**config.mk**
```make
export PLATFORM = sky130hd
export DESIGN_NAME = fetch_buffer
export DESIGN_NICKNAME = d
export VERILOG_FILES = /design/src/rtl/fetch_buffer.sv
export SDC_FILE = /design/constraint.sdc
export NUM_CORES = 1
export LEC_CHECK = 0
export BUFFER_PORTS_ARGS = -buffer_cell sky130_fd_sc_hd__buf_2
export CORE_MARGIN = 10
export CORE_UTILIZATION = 40
export CTS_CLUSTER_SIZE = 8
export DETAILED_ROUTE_END_ITERATION = 12
export GPL_TIMING_DRIVEN = 1
export PLACE_DENSITY = 0.67
export SYNTH_ARGS = -nofsm -noshare
export SYNTH_HDL_FRONTEND = slang
export SYNTH_SLANG_ARGS = --single-unit
```
**constraint.sdc**
```tcl
create_clock -name i_clk -period 5.2 [get_ports i_clk]
set_input_delay 1.04 -clock i_clk [delete_from_list [all_inputs] [get_ports i_clk]]
set_output_delay 1.04 -clock i_clk [all_outputs]
set_load 0.05 [all_outputs]
```
**src/rtl/fetch_buffer.sv**
```systemverilog
// Sequential instruction prefetcher: keeps a small address-tagged FIFO ahead of the
// core PC and fills it from a pipelined, in-order, variable-latency read bus.
module fetch_buffer #(
    parameter int              XLEN            = 32,
    parameter int              DEPTH           = 4,
    parameter int              MAX_OUTSTANDING = 2,
    parameter logic [XLEN-1:0] PC_START        = '0
) (
    input  logic            i_clk,
    input  logic            i_rst,
    input  logic [XLEN-1:0] i_pc,
    output logic [XLEN-1:0] o_instr,
    output logic            o_ifValid,
    output logic            o_busReq,
    output logic [XLEN-1:0] o_busAddr,
    input  logic            i_busGnt,
    input  logic            i_busRvalid,
    input  logic [XLEN-1:0] i_busRdata
);

    localparam int WA  = XLEN - 2;
    localparam int PW  = $clog2(DEPTH);
    localparam int CW  = $clog2(DEPTH + 1);
    localparam int OCW = CW + 1;
    localparam int QW  = (MAX_OUTSTANDING > 1) ? $clog2(MAX_OUTSTANDING) : 1;
    localparam int OW  = $clog2(MAX_OUTSTANDING + 1);

    // Addresses are held as word addresses; the byte offset never takes part in a compare.
    logic [WA-1:0]   fifo_addr [DEPTH];
    logic [XLEN-1:0] fifo_data [DEPTH];
    logic [WA-1:0]   tag_q     [MAX_OUTSTANDING];

    logic [PW-1:0]  rd_ptr, wr_ptr, rd_ptr1;
    logic [CW-1:0]  count;
    logic [WA-1:0]  req_word;
    logic [QW-1:0]  tag_rd, tag_wr, live_idx;
    logic [OW-1:0]  outstanding, drop_cnt, out_next;
    logic [OCW-1:0] occ;

    logic [WA-1:0] pc_word, head_next;
    logic          hit0, adv, adv_hit, live_pending, wait_empty, redirect;
    logic          gnt, rsp, push;
    logic          unused_pc_bits;

    function automatic logic [QW-1:0] inc_q(input logic [QW-1:0] q);
        return (q == QW'(MAX_OUTSTANDING - 1)) ? '0 : q + QW'(1);
    endfunction

    assign pc_word        = i_pc[XLEN-1:2];
    assign unused_pc_bits = ^i_pc[1:0];
    assign rd_ptr1        = rd_ptr + PW'(1);
    assign head_next      = fifo_addr[rd_ptr] + WA'(1);

    assign hit0    = (count != '0) && (fifo_addr[rd_ptr] == pc_word);
    assign adv     = (count != '0) && (head_next == pc_word);
    assign adv_hit = adv && (count >= CW'(2)) && (fifo_addr[rd_ptr1] == pc_word);

    // The first response that will actually land in the FIFO skips the ones marked for drop.
    assign live_idx     = QW'((32'(tag_rd) + 32'(drop_cnt)) % MAX_OUTSTANDING);
    assign live_pending = outstanding > drop_cnt;
    assign wait_empty   = (count == '0) &&
                          ((req_word == pc_word) || (live_pending && (tag_q[live_idx] == pc_word)));
    assign redirect     = !(hit0 || adv || wait_empty);

    assign occ       = OCW'(count) + OCW'(outstanding) - OCW'(drop_cnt);
    assign o_busReq  = !i_rst && !redirect && (occ < OCW'(DEPTH)) &&
                       (outstanding < OW'(MAX_OUTSTANDING));
    assign o_busAddr = {req_word, 2'b00};

    assign gnt      = o_busReq && i_busGnt;
    assign rsp      = i_busRvalid && (outstanding != '0);
    assign push     = rsp && (drop_cnt == '0) && !redirect;
    assign out_next = outstanding + OW'(gnt) - OW'(rsp);

    always_comb begin
        o_ifValid = 1'b0;
        o_instr   = '0;
        if (hit0) begin
            o_ifValid = 1'b1;
            o_instr   = fifo_data[rd_ptr];
        end else if (adv_hit) begin
            o_ifValid = 1'b1;
            o_instr   = fifo_data[rd_ptr1];
        end
    end

    always_ff @(posedge i_clk or posedge i_rst) begin
        if (i_rst) begin
            rd_ptr      <= '0;
            wr_ptr      <= '0;
            count       <= '0;
            req_word    <= PC_START[XLEN-1:2];
            tag_rd      <= '0;
            tag_wr      <= '0;
            outstanding <= '0;
            drop_cnt    <= '0;
        end else begin
            outstanding <= out_next;
            if (gnt) begin
                req_word <= req_word + WA'(1);
                tag_wr   <= inc_q(tag_wr);
            end
            if (rsp)
                tag_rd <= inc_q(tag_rd);
            // Everything still in flight after this cycle belongs to the old stream.
            if (redirect) begin
                rd_ptr   <= '0;
                wr_ptr   <= '0;
                count    <= '0;
                req_word <= pc_word;
                drop_cnt <= out_next;
            end else begin
                if (push)
                    wr_ptr <= wr_ptr + PW'(1);
                if (adv)
                    rd_ptr <= rd_ptr1;
                count <= count + CW'(push) - CW'(adv);
                if (rsp && (drop_cnt != '0))
                    drop_cnt <= drop_cnt - OW'(1);
            end
        end
    end

    always_ff @(posedge i_clk) begin
        if (push) begin
            fifo_addr[wr_ptr] <= tag_q[tag_rd];
            fifo_data[wr_ptr] <= i_busRdata;
        end
        if (gnt)
            tag_q[tag_wr] <= req_word;
    end

    rvalid_needs_outstanding: assert property (
        @(posedge i_clk) disable iff (i_rst) i_busRvalid |-> (outstanding != '0));

endmodule
```
==> run_summary.xml <==
<?xml version="1.0" encoding="UTF-8"?>
<metrics>
  <group name="finish">
    <metric name="layout_commonest_cell" unit="">sky130_fd_sc_hd__edfxtp_1</metric>
    <metric name="final_layout_size_suffix_gt1_frac" unit="">0.332</metric>
    <metric name="nFillCells" unit="">3819</metric>
    <metric name="areaGrowthSynthToFinish" unit="%">23.3</metric>
    <metric name="most_used_cells_in_the_layout_excluding_fill_and_tap_cells" unit="">sky130_fd_sc_hd__edfxtp_1, sky130_fd_sc_hd__xnor2_1, sky130_fd_sc_hd__mux2i_1</metric>
    <metric name="finish.utilization" unit="">0.502</metric>
    <metric name="nets" unit="">1653</metric>
    <metric name="non_filler_cells_in_the_finished_layout" unit="">2188</metric>
  </group>
  <group name="sta">
    <metric name="finalHoldWorstSlack" unit="ps">567</metric>
    <metric name="timing.final.hold_violations" unit="">0</metric>
    <metric name="setup-violations-final" unit="">34</metric>
    <metric name="worstMarginPinSlew" unit="ps">932</metric>
    <metric name="clock-skew-final" unit="ps">19.3</metric>
    <metric name="timing.slew.headroom" unit="">0.379</metric>
    <metric name="max_clock_freq" unit="MHz">183</metric>
    <metric name="grt_setup_unrepaired" unit="">yes</metric>
    <metric name="final.min_clock_period" unit="ps">5470</metric>
    <metric name="post-route-worst-setup-slack" unit="ps">-268</metric>
    <metric name="maxSlewViolCount" unit="">0</metric>
    <metric name="tns" unit="ps">-6720</metric>
    <metric name="final_min_period_over_clock_period" unit="">1.05</metric>
  </group>
  <group name="setup_path">
    <metric name="required" unit="ps">4160</metric>
    <metric name="cp-start-kind" unit="">flip-flop</metric>
    <metric name="critical-path-slowest-cell" unit="">sky130_fd_sc_hd__dfrtp_4</metric>
    <metric name="endpoint_type_of_the_worst_setup_path" unit="">output port</metric>
    <metric name="worst-r2r-setup-slack" unit="ps">400</metric>
    <metric name="cp_cell_sequence" unit="">buf_6 &gt; mux4_2 &gt; and4_4 &gt; or4b_4 &gt; nor3_4 &gt; mux2_4 &gt; a211oi_4 &gt; nor3b_4 &gt; buf_6 &gt; nand4_4 &gt; buf_12 &gt; buf_16 &gt; o22ai_4 &gt; buf_6</metric>
    <metric name="critPathKind" unit="">reg -&gt; out</metric>
    <metric name="cp_data_arrival_time" unit="ps">4430</metric>
    <metric name="crit_fanout" unit="">8</metric>
    <metric name="timing.critical_path.slowest_cell_delay" unit="ps">550</metric>
    <metric name="crit_top_cell" unit="">sky130_fd_sc_hd__buf_6</metric>
    <metric name="worst-r2r-cell-count" unit="">21</metric>
  </group>
  <group name="clocking">
    <metric name="hold_buffers" unit="">0</metric>
    <metric name="cts.clk_slew.worst_paths" unit="ps">50</metric>
    <metric name="ctsHtreeMaxLevel" unit="">2</metric>
    <metric name="tritoncts_clock_tree" unit="">done</metric>
    <metric name="number_of_sinks_handled_by_clock_tree_synthesis" unit="">351</metric>
    <metric name="cts-buffers-inserted" unit="">49</metric>
    <metric name="root_buffer" unit="">sky130_fd_sc_hd__clkbuf_16</metric>
    <metric name="clk_latency" unit="ps">560</metric>
    <metric name="clockBufferDepth" unit="">3</metric>
  </group>
  <group name="hold_path">
    <metric name="hold_path_class" unit="">reg -&gt; reg</metric>
    <metric name="min_path_cells" unit="">2</metric>
  </group>
  <group name="floorplanning">
    <metric name="initial_utilization" unit="">0.407</metric>
    <metric name="row_count" unit="">78</metric>
    <metric name="floorplan.core_area" unit="um2">45700</metric>
    <metric name="die-area" unit="um2">55500</metric>
    <metric name="io_pins" unit="">134</metric>
    <metric name="die_w" unit="um">236</metric>
    <metric name="fp.dieH" unit="um">236</metric>
  </group>
  <group name="pwr">
    <metric name="clkPwrFrac" unit="">0.456</metric>
    <metric name="p_seq_frac" unit="">0.498</metric>
    <metric name="total_power" unit="mW">6.22</metric>
    <metric name="cell_internal_pwr" unit="mW">4.89</metric>
    <metric name="cellLeakagePower" unit="nW">7.78</metric>
    <metric name="pwr-share-comb" unit="">0.046</metric>
    <metric name="swShare" unit="">0.214</metric>
    <metric name="vdd_ir_drop_max" unit="V">0.000240</metric>
    <metric name="power_per_cell_area" unit="nW/um2">271</metric>
    <metric name="power_switching" unit="mW">1.33</metric>
  </group>
  <group name="logic_synthesis">
    <metric name="synth.cell_area" unit="um2">18600</metric>
    <metric name="yosys_most_used_dff" unit="">sky130_fd_sc_hd__edfxtp_1</metric>
    <metric name="synth.avg_cell_area" unit="um2">13.6</metric>
    <metric name="synthArstFlopShare" unit="">0.123</metric>
    <metric name="yosysWarnings" unit="">0</metric>
    <metric name="synth-seq-cells" unit="">351</metric>
    <metric name="synth_edf_count" unit="">308</metric>
    <metric name="ys_seq_area_frac" unit="">0.555</metric>
    <metric name="yosysUniqueCellTypes" unit="">73</metric>
    <metric name="synth_cells" unit="">1371</metric>
  </group>
  <group name="drt">
    <metric name="drt_wl_total" unit="um">51100</metric>
    <metric name="antenna_violating_nets_post_route" unit="">0</metric>
    <metric name="detail_route.wl_per_cell" unit="um">23.3</metric>
    <metric name="drt-initial-drc-count" unit="">1124</metric>
    <metric name="drt_drc_violations_left" unit="">0</metric>
    <metric name="vias" unit="">12300</metric>
    <metric name="detail_route.first_pass.iterations" unit="">5</metric>
    <metric name="vias_per_cell" unit="">5.64</metric>
  </group>
  <group name="placement">
    <metric name="port_buffers" unit="">129</metric>
    <metric name="placedCellCount" unit="">2088</metric>
    <metric name="place.gp.congestion" unit="">0.890</metric>
    <metric name="dp_hpwl" unit="um">35300</metric>
  </group>
  <group name="grt">
    <metric name="grt_use_met1" unit="">0.224</metric>
    <metric name="grt.met2_usage" unit="">0.308</metric>
    <metric name="globalRouteTotalUtil" unit="">0.178</metric>
    <metric name="grt_pass1_wl" unit="um">77300</metric>
    <metric name="largest_net_degree_at_the_start_of_global_routing" unit="">70</metric>
    <metric name="total_grt_overflow" unit="">0</metric>
    <metric name="grt_use_met3" unit="">0.0300</metric>
    <metric name="gr_peak_layer" unit="">met2</metric>
    <metric name="grt_pass1_vias" unit="">12700</metric>
    <metric name="antenna_violations_before_repair" unit="">3</metric>
  </group>
  <group name="status">
    <metric name="failed_checks" unit="">negative setup slack</metric>
    <metric name="outcome" unit="">finished, violations left</metric>
  </group>
  <group name="job">
    <metric name="max_cap_viol_count" unit="">0</metric>
  </group>
</metrics>
-- flip-flops by register name, indices dropped and copies added, names as in the netlist --
signal,flops
outstanding,2
count,3
rd_ptr,2
drop_cnt,2
tag_wr,1
wr_ptr,2
fifo_addr,120
tag_q,60
fifo_data,128
req_word,30
tag_rd,1
-- metal layers --
metal	share of wire	wire (um)	vias to the layer above
li1	-	-	5602
met1	0.41	21100	6320
met2	0.51	26100	349
met3	0.055	2790	71
met4	0.021	1060	2
met5	0.00025	13	-
-- area by class of cell --
cell class | count | area, um2 | share of cell area
well taps | 600 | 751 | 0.0327
clock inverters | 1 | 16.3 | 0.000710
inverters | 29 | 109 | 0.00475
flip-flops and latches | 351 | 10300 | 0.451
repair buffers | 239 | 2020 | 0.0881
clock buffers | 69 | 1320 | 0.0577
multi-input cells | 897 | 8370 | 0.365
diodes | 2 | 5.00 | 0.000218
-- metrics by stage --
step	setup WS [ps]	instance area, um2
2_1_floorplan	70.4	18600
4_1_cts	-285	22600
3_5_place_dp	-294	20400
6_report	-268	22900
5_1_grt	-398	22900
3_3_place_gp	-262	20400
-- worst max-delay path: cells and delay by family, from the launching register on --
kind	cells	cell delay, ps
AND/OR/NAND/NOR	5	1400
multiplexers	2	680
AO/OA/AOI/OAI	2	390
flip-flops	1	550
buffers and inverters	5	830
-- path summary, 6_finish.rpt --
kind | start | to
max | rd_ptr[0] | o_instr[7]
min | tag_wr | tag_wr
max reg2reg | rd_ptr[0] | count[2]
min reg2reg | tag_wr | tag_wr
max in group asynchronous | i_rst | rd_ptr[1]
min in group asynchronous | i_rst | outstanding[1]
-- what timing repair did --
item	CTS	global route
cloned	3	0
pin swaps	21	34
resized for setup	133	56
setup endpoints to repair	37	34
setup buffers	18	10
-- power groups by stage --
stage,logic [mW],registers [mW],clock network (mW)
finish,0.285,3.10,2.84
global route,0.301,3.10,3.02
CTS,0.281,3.10,2.89
detailed placement,0.273,3.15,0
global placement,0.270,3.15,0
floorplan,0.126,3.18,0
-- synthesized netlist by cell type, drive strengths merged (40+ instances only) --
master | instances | area [um2]
nand2 | 68 | 255
mux2 | 94 | 1060
clkbuf | 55 | 206
mux4 | 57 | 1280
a21oi | 42 | 210
buf | 40 | 261
mux2i | 111 | 1110
edfxtp | 308 | 9250
xnor2 | 120 | 1060
o21ai | 51 | 259
dfrtp | 43 | 1080
nor2 | 51 | 194
xor2 | 51 | 447
-- logic make-up (layout without fill, tap and decap cells) --
family | count (synthesis) | count (layout) | synth area share
simple gates | 287 | 287 | 0.0836
buf+inv | 124 | 338 | 0.0310
xor+xnor | 171 | 171 | 0.0809
other cells | 1 | 4 | 0.000202
mux | 262 | 262 | 0.186
compound gates | 157 | 157 | 0.0504
flops | 351 | 351 | 0.555
fa+ha+maj | 18 | 18 | 0.0129
(Power assumes the default switching activity.)
